$ cat config.mk
export PLATFORM = sky130hd
export DESIGN_NAME = pll_lock_monitor_flat
export DESIGN_NICKNAME = d
export VERILOG_FILES = /design/src/rtl/pll_lock_monitor_if.sv /design/src/rtl/pll_lock_monitor.sv /design/src/flat_wrapper.sv
export SDC_FILE = /design/constraint.sdc
export NUM_CORES = 1
export LEC_CHECK = 0
export ABC_AREA = 1
export CORE_AREA = 2 2 77 79
export CTS_BUF_LIST = sky130_fd_sc_hd__clkbuf_16
export CTS_CLUSTER_SIZE = 8
export DETAILED_ROUTE_END_ITERATION = 7
export DIE_AREA = 0 0 79 81
export PLACE_DENSITY = 0.59
export SLEW_MARGIN = 20
export SYNTH_ARGS = -nofsm -noshare
export SYNTH_HDL_FRONTEND = slang
export SYNTH_SLANG_ARGS = --single-unit
$ cat constraint.sdc
create_clock -name clock -period 3.48 [get_ports clock]
set_clock_uncertainty 0.05 [all_clocks]
set_input_delay 0.348 -clock clock [delete_from_list [all_inputs] [get_ports clock]]
set_output_delay 0.348 -clock clock [all_outputs]
set_load 0.05 [all_outputs]
$ cat src/rtl/pll_lock_monitor_if.sv
// Control and status bundle for the DCO/FLL lock monitor.
// The housekeeping side is the master; the monitor is the slave.
interface pll_lock_monitor_if #(
  parameter int unsigned DIV_W = 5,
  parameter int unsigned CNT_W = 8
);
  logic             enable;
  logic             osc;
  logic [DIV_W-1:0] div;
  logic [CNT_W-1:0] meas;
  logic             meas_valid;
  logic             err_fast;
  logic             err_slow;
  logic             timeout;
  logic             locked;

  modport master (
    output enable, osc, div,
    input  meas, meas_valid, err_fast, err_slow, timeout, locked
  );

  modport slave (
    input  enable, osc, div,
    output meas, meas_valid, err_fast, err_slow, timeout, locked
  );
endinterface

$ cat src/rtl/pll_lock_monitor.sv
// Lock detector for the generated clock: counts clock cycles per reference period
// and derives fast/slow/timeout errors plus a hysteretic locked flag.
module pll_lock_monitor #(
  parameter int unsigned DIV_W      = 5,
  parameter int unsigned CNT_W      = 8,
  parameter int unsigned TOL        = 1,
  parameter int unsigned LOCK_CNT   = 4,
  parameter int unsigned UNLOCK_CNT = 2
) (
  input logic               clock,
  input logic               reset,
  pll_lock_monitor_if.slave bus
);
  localparam int unsigned EW  = CNT_W + 1;
  localparam int unsigned HMX = (LOCK_CNT > UNLOCK_CNT) ? LOCK_CNT : UNLOCK_CNT;
  localparam int unsigned HW  = $clog2(HMX + 1);

  typedef enum logic [1:0] {IDLE, ARM, MEAS, LOCKED} state_t;

  state_t           state;
  logic             s1, s2, s3;
  logic [DIV_W-1:0] div_q;
  logic [CNT_W-1:0] cnt;
  logic [HW-1:0]    good_cnt;
  logic [HW-1:0]    bad_cnt;

  logic          det, div_chg, cnt_sat, timeout_hit;
  logic          is_fast, is_slow, is_good;
  logic [EW-1:0] meas_e, div_e, tol_e;
  logic [HW-1:0] good_inc, bad_inc;

  // Measurement classification, done one bit wider so div-TOL cannot wrap
  always_comb begin
    det         = s2 & ~s3;
    div_chg     = (bus.div != div_q);
    cnt_sat     = &cnt;
    timeout_hit = (state != IDLE) && cnt_sat && !det && !((state != ARM) && div_chg);
    meas_e      = EW'(cnt);
    div_e       = EW'(div_q);
    tol_e       = EW'(TOL);
    is_fast     = meas_e > (div_e + tol_e);
    is_slow     = (meas_e + tol_e) < div_e;
    is_good     = !is_fast && !is_slow && (div_q != '0);
    good_inc    = (good_cnt >= HW'(LOCK_CNT))   ? good_cnt : good_cnt + HW'(1);
    bad_inc     = (bad_cnt  >= HW'(UNLOCK_CNT)) ? bad_cnt  : bad_cnt  + HW'(1);
  end

  always_ff @(posedge clock) begin
    if (reset) begin
      state          <= IDLE;
      s1             <= 1'b0;
      s2             <= 1'b0;
      s3             <= 1'b0;
      div_q          <= '0;
      cnt            <= '0;
      good_cnt       <= '0;
      bad_cnt        <= '0;
      bus.meas       <= '0;
      bus.meas_valid <= 1'b0;
      bus.err_fast   <= 1'b0;
      bus.err_slow   <= 1'b0;
      bus.timeout    <= 1'b0;
      bus.locked     <= 1'b0;
    end else begin
      s1             <= bus.osc;
      s2             <= s1;
      s3             <= s2;
      div_q          <= bus.div;
      bus.meas_valid <= 1'b0;
      bus.err_fast   <= 1'b0;
      bus.err_slow   <= 1'b0;
      bus.timeout    <= 1'b0;

      if (!bus.enable) begin
        state      <= IDLE;
        cnt        <= '0;
        good_cnt   <= '0;
        bad_cnt    <= '0;
        bus.meas   <= '0;
        bus.locked <= 1'b0;
      end else if (timeout_hit) begin
        // Missing reference edge: report a saturated, bad measurement and re-arm
        bus.timeout    <= 1'b1;
        bus.meas       <= '1;
        bus.meas_valid <= 1'b1;
        bus.err_fast   <= 1'b1;
        good_cnt       <= '0;
        bad_cnt        <= bad_inc;
        if (bad_inc >= HW'(UNLOCK_CNT)) bus.locked <= 1'b0;
        cnt            <= CNT_W'(1);
        state          <= ARM;
      end else begin
        case (state)
          IDLE: begin
            cnt   <= '0;
            state <= ARM;
          end
          ARM: begin
            if (det) begin
              cnt   <= CNT_W'(1);
              state <= bus.locked ? LOCKED : MEAS;
            end else begin
              cnt <= cnt + CNT_W'(1);
            end
          end
          default: begin
            if (div_chg) begin
              cnt        <= '0;
              good_cnt   <= '0;
              bad_cnt    <= '0;
              bus.locked <= 1'b0;
              state      <= ARM;
            end else if (det) begin
              bus.meas       <= cnt;
              bus.meas_valid <= 1'b1;
              bus.err_fast   <= is_fast;
              bus.err_slow   <= is_slow;
              cnt            <= CNT_W'(1);
              if (is_good) begin
                good_cnt <= good_inc;
                bad_cnt  <= '0;
                if (good_inc >= HW'(LOCK_CNT)) begin
                  state      <= LOCKED;
                  bus.locked <= 1'b1;
                end
              end else begin
                bad_cnt  <= bad_inc;
                good_cnt <= '0;
                if (bad_inc >= HW'(UNLOCK_CNT)) begin
                  state      <= MEAS;
                  bus.locked <= 1'b0;
                end
              end
            end else begin
              cnt <= cnt + CNT_W'(1);
            end
          end
        endcase
      end
    end
  end
endmodule

$ cat src/flat_wrapper.sv
// flat-port wrapper written by rule: the top's interface ports become plain ports
module pll_lock_monitor_flat 
#(
  parameter int unsigned DIV_W      = 5,
  parameter int unsigned CNT_W      = 8,
  parameter int unsigned TOL        = 1,
  parameter int unsigned LOCK_CNT   = 4,
  parameter int unsigned UNLOCK_CNT = 2
)
  (clock, reset, bus_enable, bus_osc, bus_div, bus_meas, bus_meas_valid, bus_err_fast, bus_err_slow, bus_timeout, bus_locked);
  pll_lock_monitor_if #(.DIV_W(DIV_W), .CNT_W(CNT_W)) bus_i ();
  input logic clock;
  input logic reset;
  input wire logic [$bits(bus_i.enable)-1:0] bus_enable;
  input wire logic [$bits(bus_i.osc)-1:0] bus_osc;
  input wire logic [$bits(bus_i.div)-1:0] bus_div;
  output wire logic [$bits(bus_i.meas)-1:0] bus_meas;
  output wire logic [$bits(bus_i.meas_valid)-1:0] bus_meas_valid;
  output wire logic [$bits(bus_i.err_fast)-1:0] bus_err_fast;
  output wire logic [$bits(bus_i.err_slow)-1:0] bus_err_slow;
  output wire logic [$bits(bus_i.timeout)-1:0] bus_timeout;
  output wire logic [$bits(bus_i.locked)-1:0] bus_locked;
  assign bus_i.enable = bus_enable;
  assign bus_i.osc = bus_osc;
  assign bus_i.div = bus_div;
  assign bus_meas = bus_i.meas;
  assign bus_meas_valid = bus_i.meas_valid;
  assign bus_err_fast = bus_i.err_fast;
  assign bus_err_slow = bus_i.err_slow;
  assign bus_timeout = bus_i.timeout;
  assign bus_locked = bus_i.locked;
  pll_lock_monitor #(.DIV_W(DIV_W), .CNT_W(CNT_W), .TOL(TOL), .LOCK_CNT(LOCK_CNT), .UNLOCK_CNT(UNLOCK_CNT)) u_core (.clock(clock), .reset(reset), .bus(bus_i));
endmodule
==> results.ini, run 1 <==
[run_status]
status = complete, no violations

[clock_tree]
cts_root_buf = clkbuf_16
cts_resized = 0
cts-hold-fix-buffers = 0
clock_path_buffers = 2
clkLatencyLatePin_ps = 280
cts_max_level = 2
cts-buffers-inserted = 5
post_cts_buffers = 0
cts_tree = yes
cts_num_sinks = 37
cts.clk_slew.worst_paths_ps = 60

[sta]
report.final.slew_viol_count = 0
finalHoldViolCount = 0
worst_pin_slew_ps = 584.8
slew_headroom_pct = 60.92
min_period_ps = 2569
setup_viol = 0
period_share_pct = 73.82
rsz0062_at_grt = no
fmaxAchievable_ghz = 0.3893
setup-tns-final_ps = 0

[die]
fp.dieW_um = 79
die_height_um = 81
initial_utilization_pct = 38.54
rows = 28
die_area_um2 = 6399
core-area_um2 = 5675
io_pins = 22

[layout]
syn_to_final_growth_pct = 19.05
nNetsFinal = 347
mostFrequentLayoutCells = 57 x nand2_1, 45 x nor2_1, 44 x inv_1
drive_above_1_share_pct = 12.15
layout_commonest_cell = nand2_1
nFillCells = 593
diodes = 0

[flow_run]
drv_cap = 0

[drt]
wl_met2_um = 2168
top_layer_used = met4
wl_met3_um = 193
drc = 0
post_drt_wl_per_cell_um = 11.46
firstDrtPassIters = 4
drtIter0Drc = 67
drt-met1-wl_um = 2103
drt_wl_total_um = 4539
final_antenna_net_count = 0
drt-vias-per-instance = 4.740
num_vias = 1877

[setup_path]
cp_max_fo = 6
cpMostUsedCell = nand2_1
reg2reg_from = u_core.cnt[0]
reg2reg_depth = 19
crit_required_ps = 3610
startpoint_type = register
cpPeakStageDelay_ps = 460
rrSetupSlack_ps = 910
r2r_end = u_core.state[0]
worstPathArrival_ps = 2700
crit_chain = ha_1 -> nand2_1 -> nor2_4 -> inv_1 -> nand2_1 -> inv_1 -> ha_1 -> a21oi_1 -> nand3_2 -> nor2_2 -> nand2_2 -> nand2_2 -> nand2_1 -> nand2_1 -> nand2_1 -> nand2_1 -> nand2_1 -> nand2_1 -> nor2_1
slowest_stage = dfxtp_1
crit_start = u_core.cnt[0]
end_kind = register
crit_type = reg -> reg

[yosys]
synth.avg_cell_area_um2 = 7.414
ys_ff_latch = 37
synthDistinctLibCells = 36
syn_area_um2 = 2187
yosys_warnings = 0
syn-instance-count = 295
syn_nets = 322
ys_seq_area_share_pct = 33.87

[hold_path]
whs_endpoint = u_core.s2
whs_path_depth = 2
worstHoldStart = u_core.s1
worstHoldPathType = reg -> reg

[power]
powerDensity_nw_per_um2 = 369.0
power_mw = 0.9607
power_leakage_nw = 1.170
peakVddDrop_uv = 232.3

[place]
portBuffers = 21
gpl.final_weighted_congestion = 0.8692
dp_hpwl_um = 3533

[grt]
track_usage_pct = 15.40
grt_max_degree = 13
grt_pass1_vias = 1748
grt.overflow.total = 0
grt_pass1_wl_um = 7659
antenna_found_initial = 0

==> state kept, by name (all words and copies together), names as in the netlist <==
register,count
u_core.bus.meas,8
u_core.cnt,8
u_core.div_q,5
u_core.bad_cnt,3
u_core.good_cnt,3
u_core.state,2
u_core.bus.err_fast,1
u_core.bus.err_slow,1
u_core.bus.locked,1
u_core.bus.meas_valid,1
u_core.bus.timeout,1
u_core.s1,1
u_core.s2,1
u_core.s3,1
==> worst max path at each step <==
| stage | slack [ps] | end |
|---|---|---|
| 3_3_place_gp | 940 | u_core.state[0] |
| 5_1_grt | 620 | u_core.state[0] |
| 3_5_place_dp | 920 | u_core.state[0] |
| 2_1_floorplan | 1190 | u_core.state[0] |
| 4_1_cts | 910 | u_core.state[0] |
| 6_report | 910 | u_core.state[0] |
==> layout make-up <==
cell class                 instances  area [um2]  area share, %
clock buffer                       5       125.1          4.805
inverter                          47       176.4          6.776
sequential                        37       740.7          28.45
tap                               75       93.84          3.604
timing repair buffer              22       217.7          8.361
multi-input combinational        207        1232          47.33
clock inverter                     3       17.52         0.6728
==> synth_stat cells <==
library cell  instances  share of area [%]
nand3b_1              1               0.34
nor2_4                3                1.5
a22oi_1               1               0.34
o21ai_0               6                1.4
nand2_2               6                1.7
and2_1                1               0.29
nor4_2                1               0.57
o21ai_1               8                1.8
a21oi_2               3                1.2
o31ai_1               1               0.34
buf_6                 3                1.5
nand3_2               2               0.92
nor2_2                4                1.1
ha_1                 18                 10
a21o_1                1               0.34
xnor2_1               5                2.0
o21ai_2               1               0.40
o211ai_2              1               0.57
nand3_1              14                3.2
nor3_1                4               0.92
a311oi_1              1               0.40
nand2_1              57                9.8
inv_1                44                7.6
dfxtp_1              37                 34
inv_2                 3               0.51
or3_1                 1               0.29
a211oi_1              1               0.34
nor3b_2               5                2.9
nor2_1               45                7.7
o21bai_1              1               0.34
nand3b_4              1               0.92
a21oi_1               4               0.92
a31oi_1               4                1.1
clkbuf_1              1               0.17
or2_1                 1               0.29
xor2_1                5                2.0
==> report_power, final <==
group / switching (mW) / internal (mW) / total (mW)
combinational: 0.0492 / 0.0343 / 0.0835
clock: 0.179 / 0.262 / 0.441
sequential: 0.00631 / 0.429 / 0.436
==> critical path, delay by kind of cell, from the launching register on <==
family / cells / cell delay [ps]
AOI/OAI and AO/OA: 1 / 160
adders and majority gates: 2 / 520
buffers and inverters: 2 / 100
DFF: 1 / 460
and+or+nand+nor: 14 / 1200
==> layer usage <==
layer / vias up / GRT usage [%]
met2: 44 / 26.69
met1: 846 / 18.20
li1: 980 / -
met3: 7 / 3.444
met5: - / 0
met4: 0 / 7.069
==> kinds of logic after synthesis <==
group | count (synthesis) | share of synthesized area, %
adders and majority gates | 18 | 10.30
DFF | 37 | 33.87
xor gates and xnor gates | 10 | 4.004
buffers and inverters | 51 | 9.782
AOI/OAI and AO/OA | 33 | 9.555
and+or+nand+nor | 146 | 32.50
==> metrics by stage <==
step | hold slack (ps) | instance area [um2] | util (%) | worst slack (ps) | cells
final | 354.0 | 2604 | 45.88 | 911.1 | 396
after global placement | 347.1 | 2461 | 43.36 | 943.6 | 388
after detailed placement | 354.9 | 2461 | 43.36 | 921.4 | 388
after floorplan | 338.3 | 2187 | - | 1188 | 295
after global routing | 376.9 | 2604 | 45.88 | 624.5 | 396
after CTS | 362.6 | 2604 | 45.88 | 909.3 | 396
Power figures use the tool's default switching activity.
==> inputs of run 2 (changes only) <==
Settings changed: PLACE_DENSITY 0.59 to 0.61.
Clock period 3.48 ns to 2.2 ns, I/O delays scaled along.
==> run 2 against run 1 <==
  * The flow now finishes with violations (setup timing)
  * Clock-buffer cell count unchanged
  * Combinational power increased by 130%
  * Sequential power increased by 58%
  * Critical path depth decreased by 5
  * Largest cell class unchanged
  * Largest power group unchanged
  * Highest routed layer unchanged
==> results.ini, run 2 (synthesis results as in run 1) <==
[flow_run]
drv_cap = 0  ; unchanged

[clock_tree]
cts.clk_slew.worst_paths_ps = 60  ; about the same
cts_tree = yes
clock_path_buffers = 2  ; unchanged
cts_max_level = 2  ; unchanged
cts-buffers-inserted = 5  ; unchanged
cts_root_buf = clkbuf_16
cts_num_sinks = 37  ; unchanged
clkLatencyLatePin_ps = 280  ; about the same

[drt]
drc = 0  ; unchanged
post_drt_wl_per_cell_um = 11.73  ; +2.3%
firstDrtPassIters = 4  ; unchanged
drt_wl_total_um = 4974  ; +9.6%
final_antenna_net_count = 0  ; unchanged
drtIter0Drc = 85  ; +27%
drt-vias-per-instance = 4.639  ; -2.1%
num_vias = 1967  ; +4.8%

[sta]
finalHoldViolCount = 0  ; unchanged
period_share_pct = 102.0  ; +28 points
hold_ws_ps = 355.6  ; +1.552 ps
worst_pin_slew_ps = 499.1  ; -85.75 ps
fmaxAchievable_ghz = 0.4455  ; +14%
slew_headroom_pct = 66.62  ; +5.7 points
report.final.slew_viol_count = 0  ; unchanged
min_period_ps = 2245  ; -324.3 ps
setup_viol = 8  ; +8
rsz0062_at_grt = yes
setup_slack_ps = -44.64  ; -955.7 ps

[setup_path]
end_kind = register
crit_type = reg -> reg
crit_required_ps = 2370  ; -1240 ps
critPathTopFamily = simple AND/OR/NAND/NOR gates
worstPathArrival_ps = 2420  ; -280 ps
rrSetupSlack_ps = -40  ; -960 ps
cp_max_fo = 3  ; -3
startpoint_type = register
cpPeakStageDelay_ps = 360  ; -100 ps
reg2reg_from = u_core.div_q[1]
r2r_end = u_core.good_cnt[2]
reg2reg_depth = 14  ; -5
crit_chain = ha_4 -> nand3_2 -> xor2_1 -> ha_1 -> nand2_1 -> nand2_1 -> nor2_1 -> nand3_2 -> a21oi_4 -> nand2_4 -> buf_12 -> nor2_4 -> o21ai_1 -> a21oi_2
slowest_stage = dfxtp_2
crit_buf_inv = 1  ; -1

[place]
placed_area_um2 = 2639  ; +7.2%
gpl.final_weighted_congestion = 0.8826  ; +1.5%
dp.cells = 408  ; +5.2%
dp_hpwl_um = 3685  ; +4.3%
post-place-ws_ps = -85.51  ; -1007 ps
portBuffers = 21  ; unchanged

[grt]
grt_pass1_wl_um = 8259  ; +7.8%
antenna_found_initial = 0  ; unchanged
track_usage_pct = 16.60  ; +1.2 points
grt_pass1_vias = 1874  ; +7.2%
grt_max_degree = 14  ; +1
grt.overflow.total = 0  ; unchanged

[run_status]
violations = setup timing
status = finished, violations left

[layout]
layout.cells.non_filler = 424  ; +7.1%
fin_util_pct = 53.57  ; +7.7 points
layout_commonest_cell = nand2_1
fin_area_um2 = 3040  ; +17%
syn_to_final_growth_pct = 39.02
drive_above_1_share_pct = 28.37  ; +16 points
nNetsFinal = 375  ; +8.1%
diodes = 0  ; unchanged
nFillCells = 532  ; -10%
reg.largest.list = u_core.bus.meas x8, u_core.cnt x8, u_core.div_q x5
mostFrequentLayoutCells = 50 x nand2_1, 40 x nor2_1, 39 x inv_1

[power]
peakVddDrop_uv = 330.1  ; +42%
power_leakage_nw = 1.363  ; +17%
powerDensity_nw_per_um2 = 562.1  ; +52%

[die]
fp.dieW_um = 79  ; unchanged
initial_utilization_pct = 38.54  ; unchanged
die_height_um = 81  ; unchanged
die_area_um2 = 6399  ; unchanged
core-area_um2 = 5675  ; unchanged
rows = 28  ; unchanged
io_pins = 22  ; unchanged

[hold_path]
worstHoldStart = u_core.s1
whs_endpoint = u_core.s2
whs_path_depth = 2  ; unchanged
worstHoldPathType = reg -> reg

run 2: cell count changes in the layout (fill, tap and decap cells not counted), sizes merged:
cell    change
bufinv      +1
clkinv      -1
buf        +28
run 2: worst max-delay path by stage:
| stage | startpoint | end | slack, ps | cells after the start |
|---|---|---|---|---|
| after global placement | u_core.div_q[0] | u_core.state[0] | -20 | 16 |
| after global routing | u_core.div_q[1] | u_core.good_cnt[1] | -210 | 13 |
| after floorplan | u_core.cnt[0] | u_core.state[0] | 10 | 21 |
| after CTS | u_core.div_q[1] | u_core.state[0] | -40 | 16 |
| final | u_core.div_q[1] | u_core.good_cnt[2] | -40 | 14 |
| after detailed placement | u_core.cnt[0] | u_core.state[0] | -90 | 21 |
run 2: metal layers:
layer / vias up / wire, um / track usage, %
li1: 1037 / - / -
met1: 893 / 2250 / 19.77
met2: 29 / 2483 / 29.58
met3: 8 / 161 / 3.333
met4: 0 / 78 / 6.207
met5: - / 0 / 0
run 2: where the power goes:
part	switching [mW]	internal [mW]	total, mW
Sequential	0.00869	0.680	0.688
Combinational	0.101	0.0943	0.195
Clock	0.289	0.536	0.825
Total	0.399	1.31	1.71
run 2: stage by stage:
step / TNS [ps] / total power [mW]
detailed placement: -146.9 / 0.8556
finish: -217.4 / 1.709
floorplan: 0 / 0.8025
global placement: -24.39 / 0.8535
global route: -1515 / 1.779
CTS: -36.54 / 1.696
run 2: repair_timing:
action / 4_1_cts / 5_1_grt
gates resized for setup: 16 / 22
setup endpoints to repair: 6 / 9
pin swaps: 16 / 16
hold buffers: 0 / 0
setup buffers: 4 / 4
gates cloned: 0 / 0
run 2: layout make-up:
class | count | area [um2] | area share [%]
Clock buffer | 5 | 125.1 | 4.115
Clock inverter | 3 | 46.29 | 1.523
Inverter | 47 | 176.4 | 5.802
Multi-Input combinational cell | 207 | 1389 | 45.68
Sequential cell | 37 | 745.7 | 24.53
Tap cell | 75 | 93.84 | 3.086
Timing Repair Buffer | 50 | 464.2 | 15.27
run 2: worst register-to-register path, stage by stage, from the launching register on:
cell and delay (ps):
dfxtp_2 360, ha_4 150, nand3_2 70, xor2_1 150, ha_1 330, nand2_1 80, nand2_1 50, nor2_1 110
nand3_2 110, a21oi_4 180, nand2_4 80, buf_12 130, nor2_4 110, o21ai_1 90, a21oi_2 120
==> inputs of run 3 (changes only) <==
==> constraint.sdc (replaced) <==
create_clock -name clock -period 2.2 [get_ports clock]
set_clock_uncertainty 0.05 [all_clocks]
set_input_delay 0.55 -clock clock [delete_from_list [all_inputs] [get_ports clock]]
set_output_delay 0.55 -clock clock [all_outputs]
set_load 0.05 [all_outputs]
==> run 3 against run 2 <==
  * The flow still finishes with violations (setup timing)
  * Sequential cell count did not move
  * Clock-buffer cell count did not move
  * Final area rose by 4.5%
  * Clock power barely moved
  * Global-route usage rose by 0.24 points
  * Non-clock buffer count rose by 14
  * Cell count rose by 3.3%
  * Wire length rose by 5.1%
  * Maximum frequency fell by 4.4%
  * Worst hold slack improved by 2.7 ps
  * Combinational power rose by 7%
  * Critical path type unchanged
  * Largest cell class unchanged
==> results.ini, run 3 (synthesis results as in run 1) <==
[run_status]
status = finished, violations left
violations = setup timing

[setup_path]
cp.depth = 14  ; unchanged
cp_max_fo = 3  ; unchanged
startpoint_type = register
worstPathArrival_ps = 2520  ; +100 ps
crit_required_ps = 2370  ; about the same
crit_start = u_core.div_q[0]
slowest_stage = dfxtp_2
crit_buf_inv = 3  ; +2
cpPeakStageDelay_ps = 340  ; -20 ps
crit_chain = ha_4 -> buf_6 -> xnor2_2 -> ha_1 -> nand2_1 -> inv_1 -> o21bai_1 -> nand3_2 -> a21oi_4 -> nand2_4 -> buf_6 -> nor2_4 -> o211ai_2 -> a21oi_2
reg2reg_from = u_core.div_q[0]
crit_type = reg -> reg
cpMostUsedCell = buf_6
end_kind = register
critPathTopFamily = compound AO/OA/AOI/OAI gates
reg2reg_depth = 14  ; unchanged

[drt]
final_antenna_net_count = 0  ; unchanged
post_drt_wl_per_cell_um = 11.94  ; +1.7%
drt_wl_total_um = 5228  ; +5.1%
firstDrtPassIters = 4  ; unchanged
drtIter0Drc = 70  ; -18%
num_vias = 2050  ; +4.2%
drt-vias-per-instance = 4.680  ; +0.89%
drc = 0  ; unchanged

[sta]
report.final.slew_viol_count = 0  ; unchanged
finalHoldViolCount = 0  ; unchanged
fmaxAchievable_ghz = 0.4258  ; -4.4%
worst_pin_slew_ps = 498.3  ; -0.8178 ps
rsz0062_at_grt = yes
setup_viol = 9  ; +1
setup_slack_ps = -148.5  ; -103.8 ps
min_period_ps = 2348  ; +103.8 ps
period_share_pct = 106.7  ; +4.7 points
slew_headroom_pct = 66.68  ; about the same
hold_ws_ps = 358.3  ; +2.679 ps

[clock_tree]
cts.clk_slew.worst_paths_ps = 60  ; about the same
cts_root_buf = clkbuf_16
clock_path_buffers = 2  ; unchanged
cts_tree = yes
cts_num_sinks = 37  ; unchanged
cts_max_level = 2  ; unchanged
clkLatencyLatePin_ps = 280  ; about the same
cts-buffers-inserted = 5  ; unchanged
cts-hold-fix-buffers = 0  ; unchanged

[die]
initial_utilization_pct = 38.54  ; unchanged
die_height_um = 81  ; unchanged
fp.dieW_um = 79  ; unchanged
die_area_um2 = 6399  ; unchanged
io_pins = 22  ; unchanged
core-area_um2 = 5675  ; unchanged
rows = 28  ; unchanged

[grt]
antenna_found_initial = 0  ; unchanged
grt_pass1_vias = 1924  ; +2.7%
grt_max_degree = 14  ; unchanged
track_usage_pct = 16.84  ; +0.24 points
grt.overflow.total = 0  ; unchanged
grt_pass1_wl_um = 8480  ; +2.7%

[power]
powerDensity_nw_per_um2 = 541.1  ; -3.7%
peakVddDrop_uv = 318.7  ; -3.5%
power_mw = 1.719  ; +0.61%
power_leakage_nw = 1.454  ; +6.7%

[place]
portBuffers = 21  ; unchanged
gpl.final_weighted_congestion = 0.8373  ; -5.1%
dp_hpwl_um = 3707  ; +0.58%

[hold_path]
worstHoldStart = u_core.s1
whs_path_depth = 2  ; unchanged
worstHoldPathType = reg -> reg

[layout]
mostFrequentLayoutCells = 49 x nand2_1, 40 x nor2_1, 39 x inv_1
syn_to_final_growth_pct = 45.31
diodes = 0  ; unchanged
reg.largest.list = u_core.bus.meas x8, u_core.cnt x8, u_core.div_q x5
layout_commonest_cell = nand2_1
nFillCells = 536  ; +0.75%
drive_above_1_share_pct = 32.23  ; +3.9 points
nNetsFinal = 389  ; +3.7%

[flow_run]
drv_cap = 0  ; unchanged

## run 3: cell count changes in the layout (fill, tap and decap cells not counted), moves of 2 or more
cell and change:
a21oi_1 -2, nand2_2 -2, nand2_4 +3, buf_6 +2, buf_4 +12, a21oi_2 +2
## run 3: worst paths after layout
check | to | slack, ps
worst max-delay path | u_core.good_cnt[1] | -150
worst min-delay path | u_core.s2 | 360
worst max register to register | u_core.good_cnt[1] | -150
worst min register to register | u_core.s2 | 360
## run 3: layer usage
layer  global-route usage [%]  up-vias  share of wire, %
met2                    29.07       34                50
met1                    20.65      943                45
met5                        0        -                 0
met3                    3.444        9               3.4
met4                    6.552        0               1.6
li1                         -     1064                 -
## run 3: stage by stage
stage	utilization (%)	cell area, um2	std cells	TNS [ps]	worst slack, ps
after floorplan	-	2202	295	0	14.00
after global placement	48.30	2741	420	-481.6	-92.29
after detailed placement	48.30	2741	420	-956.9	-117.3
after CTS	53.68	3047	435	-89.64	-89.64
after global routing	56.00	3178	438	-1792	-285.0
final	56.00	3178	438	-814.9	-148.5
## run 3: cell type report
cell class,instances,area [um2],area share [%]
clock buffer,5,125.1,3.937
sequential,37,745.7,23.46
tap,75,93.84,2.953
multi-input combinational,207,1416,44.57
clock inverter,3,43.79,1.378
timing repair buffer,64,576.8,18.15
inverter,47,176.4,5.551
## run 3: repair_timing
| item | in CTS | in global routing |
|---|---|---|
| pin swaps | 18 | 20 |
| setup endpoints to repair | 8 | 10 |
| gates resized for setup | 17 | 29 |
| buffers inserted | 7 | 3 |
## run 3: worst register-to-register path: stages (launching register included)
cell,delay (ps)
dfxtp_2,340
ha_4,170
buf_6,110
xnor2_2,120
ha_1,340
nand2_1,90
inv_1,50
o21bai_1,140
nand3_2,120
a21oi_4,200
nand2_4,80
buf_6,120
nor2_4,130
o211ai_2,100
a21oi_2,130
## run 3: power by group
part / internal [mW] / switching, mW / total [mW]
clock network: 0.536 / 0.286 / 0.823
logic: 0.102 / 0.107 / 0.209
registers: 0.680 / 0.00788 / 0.688
total: 1.32 / 0.401 / 1.72
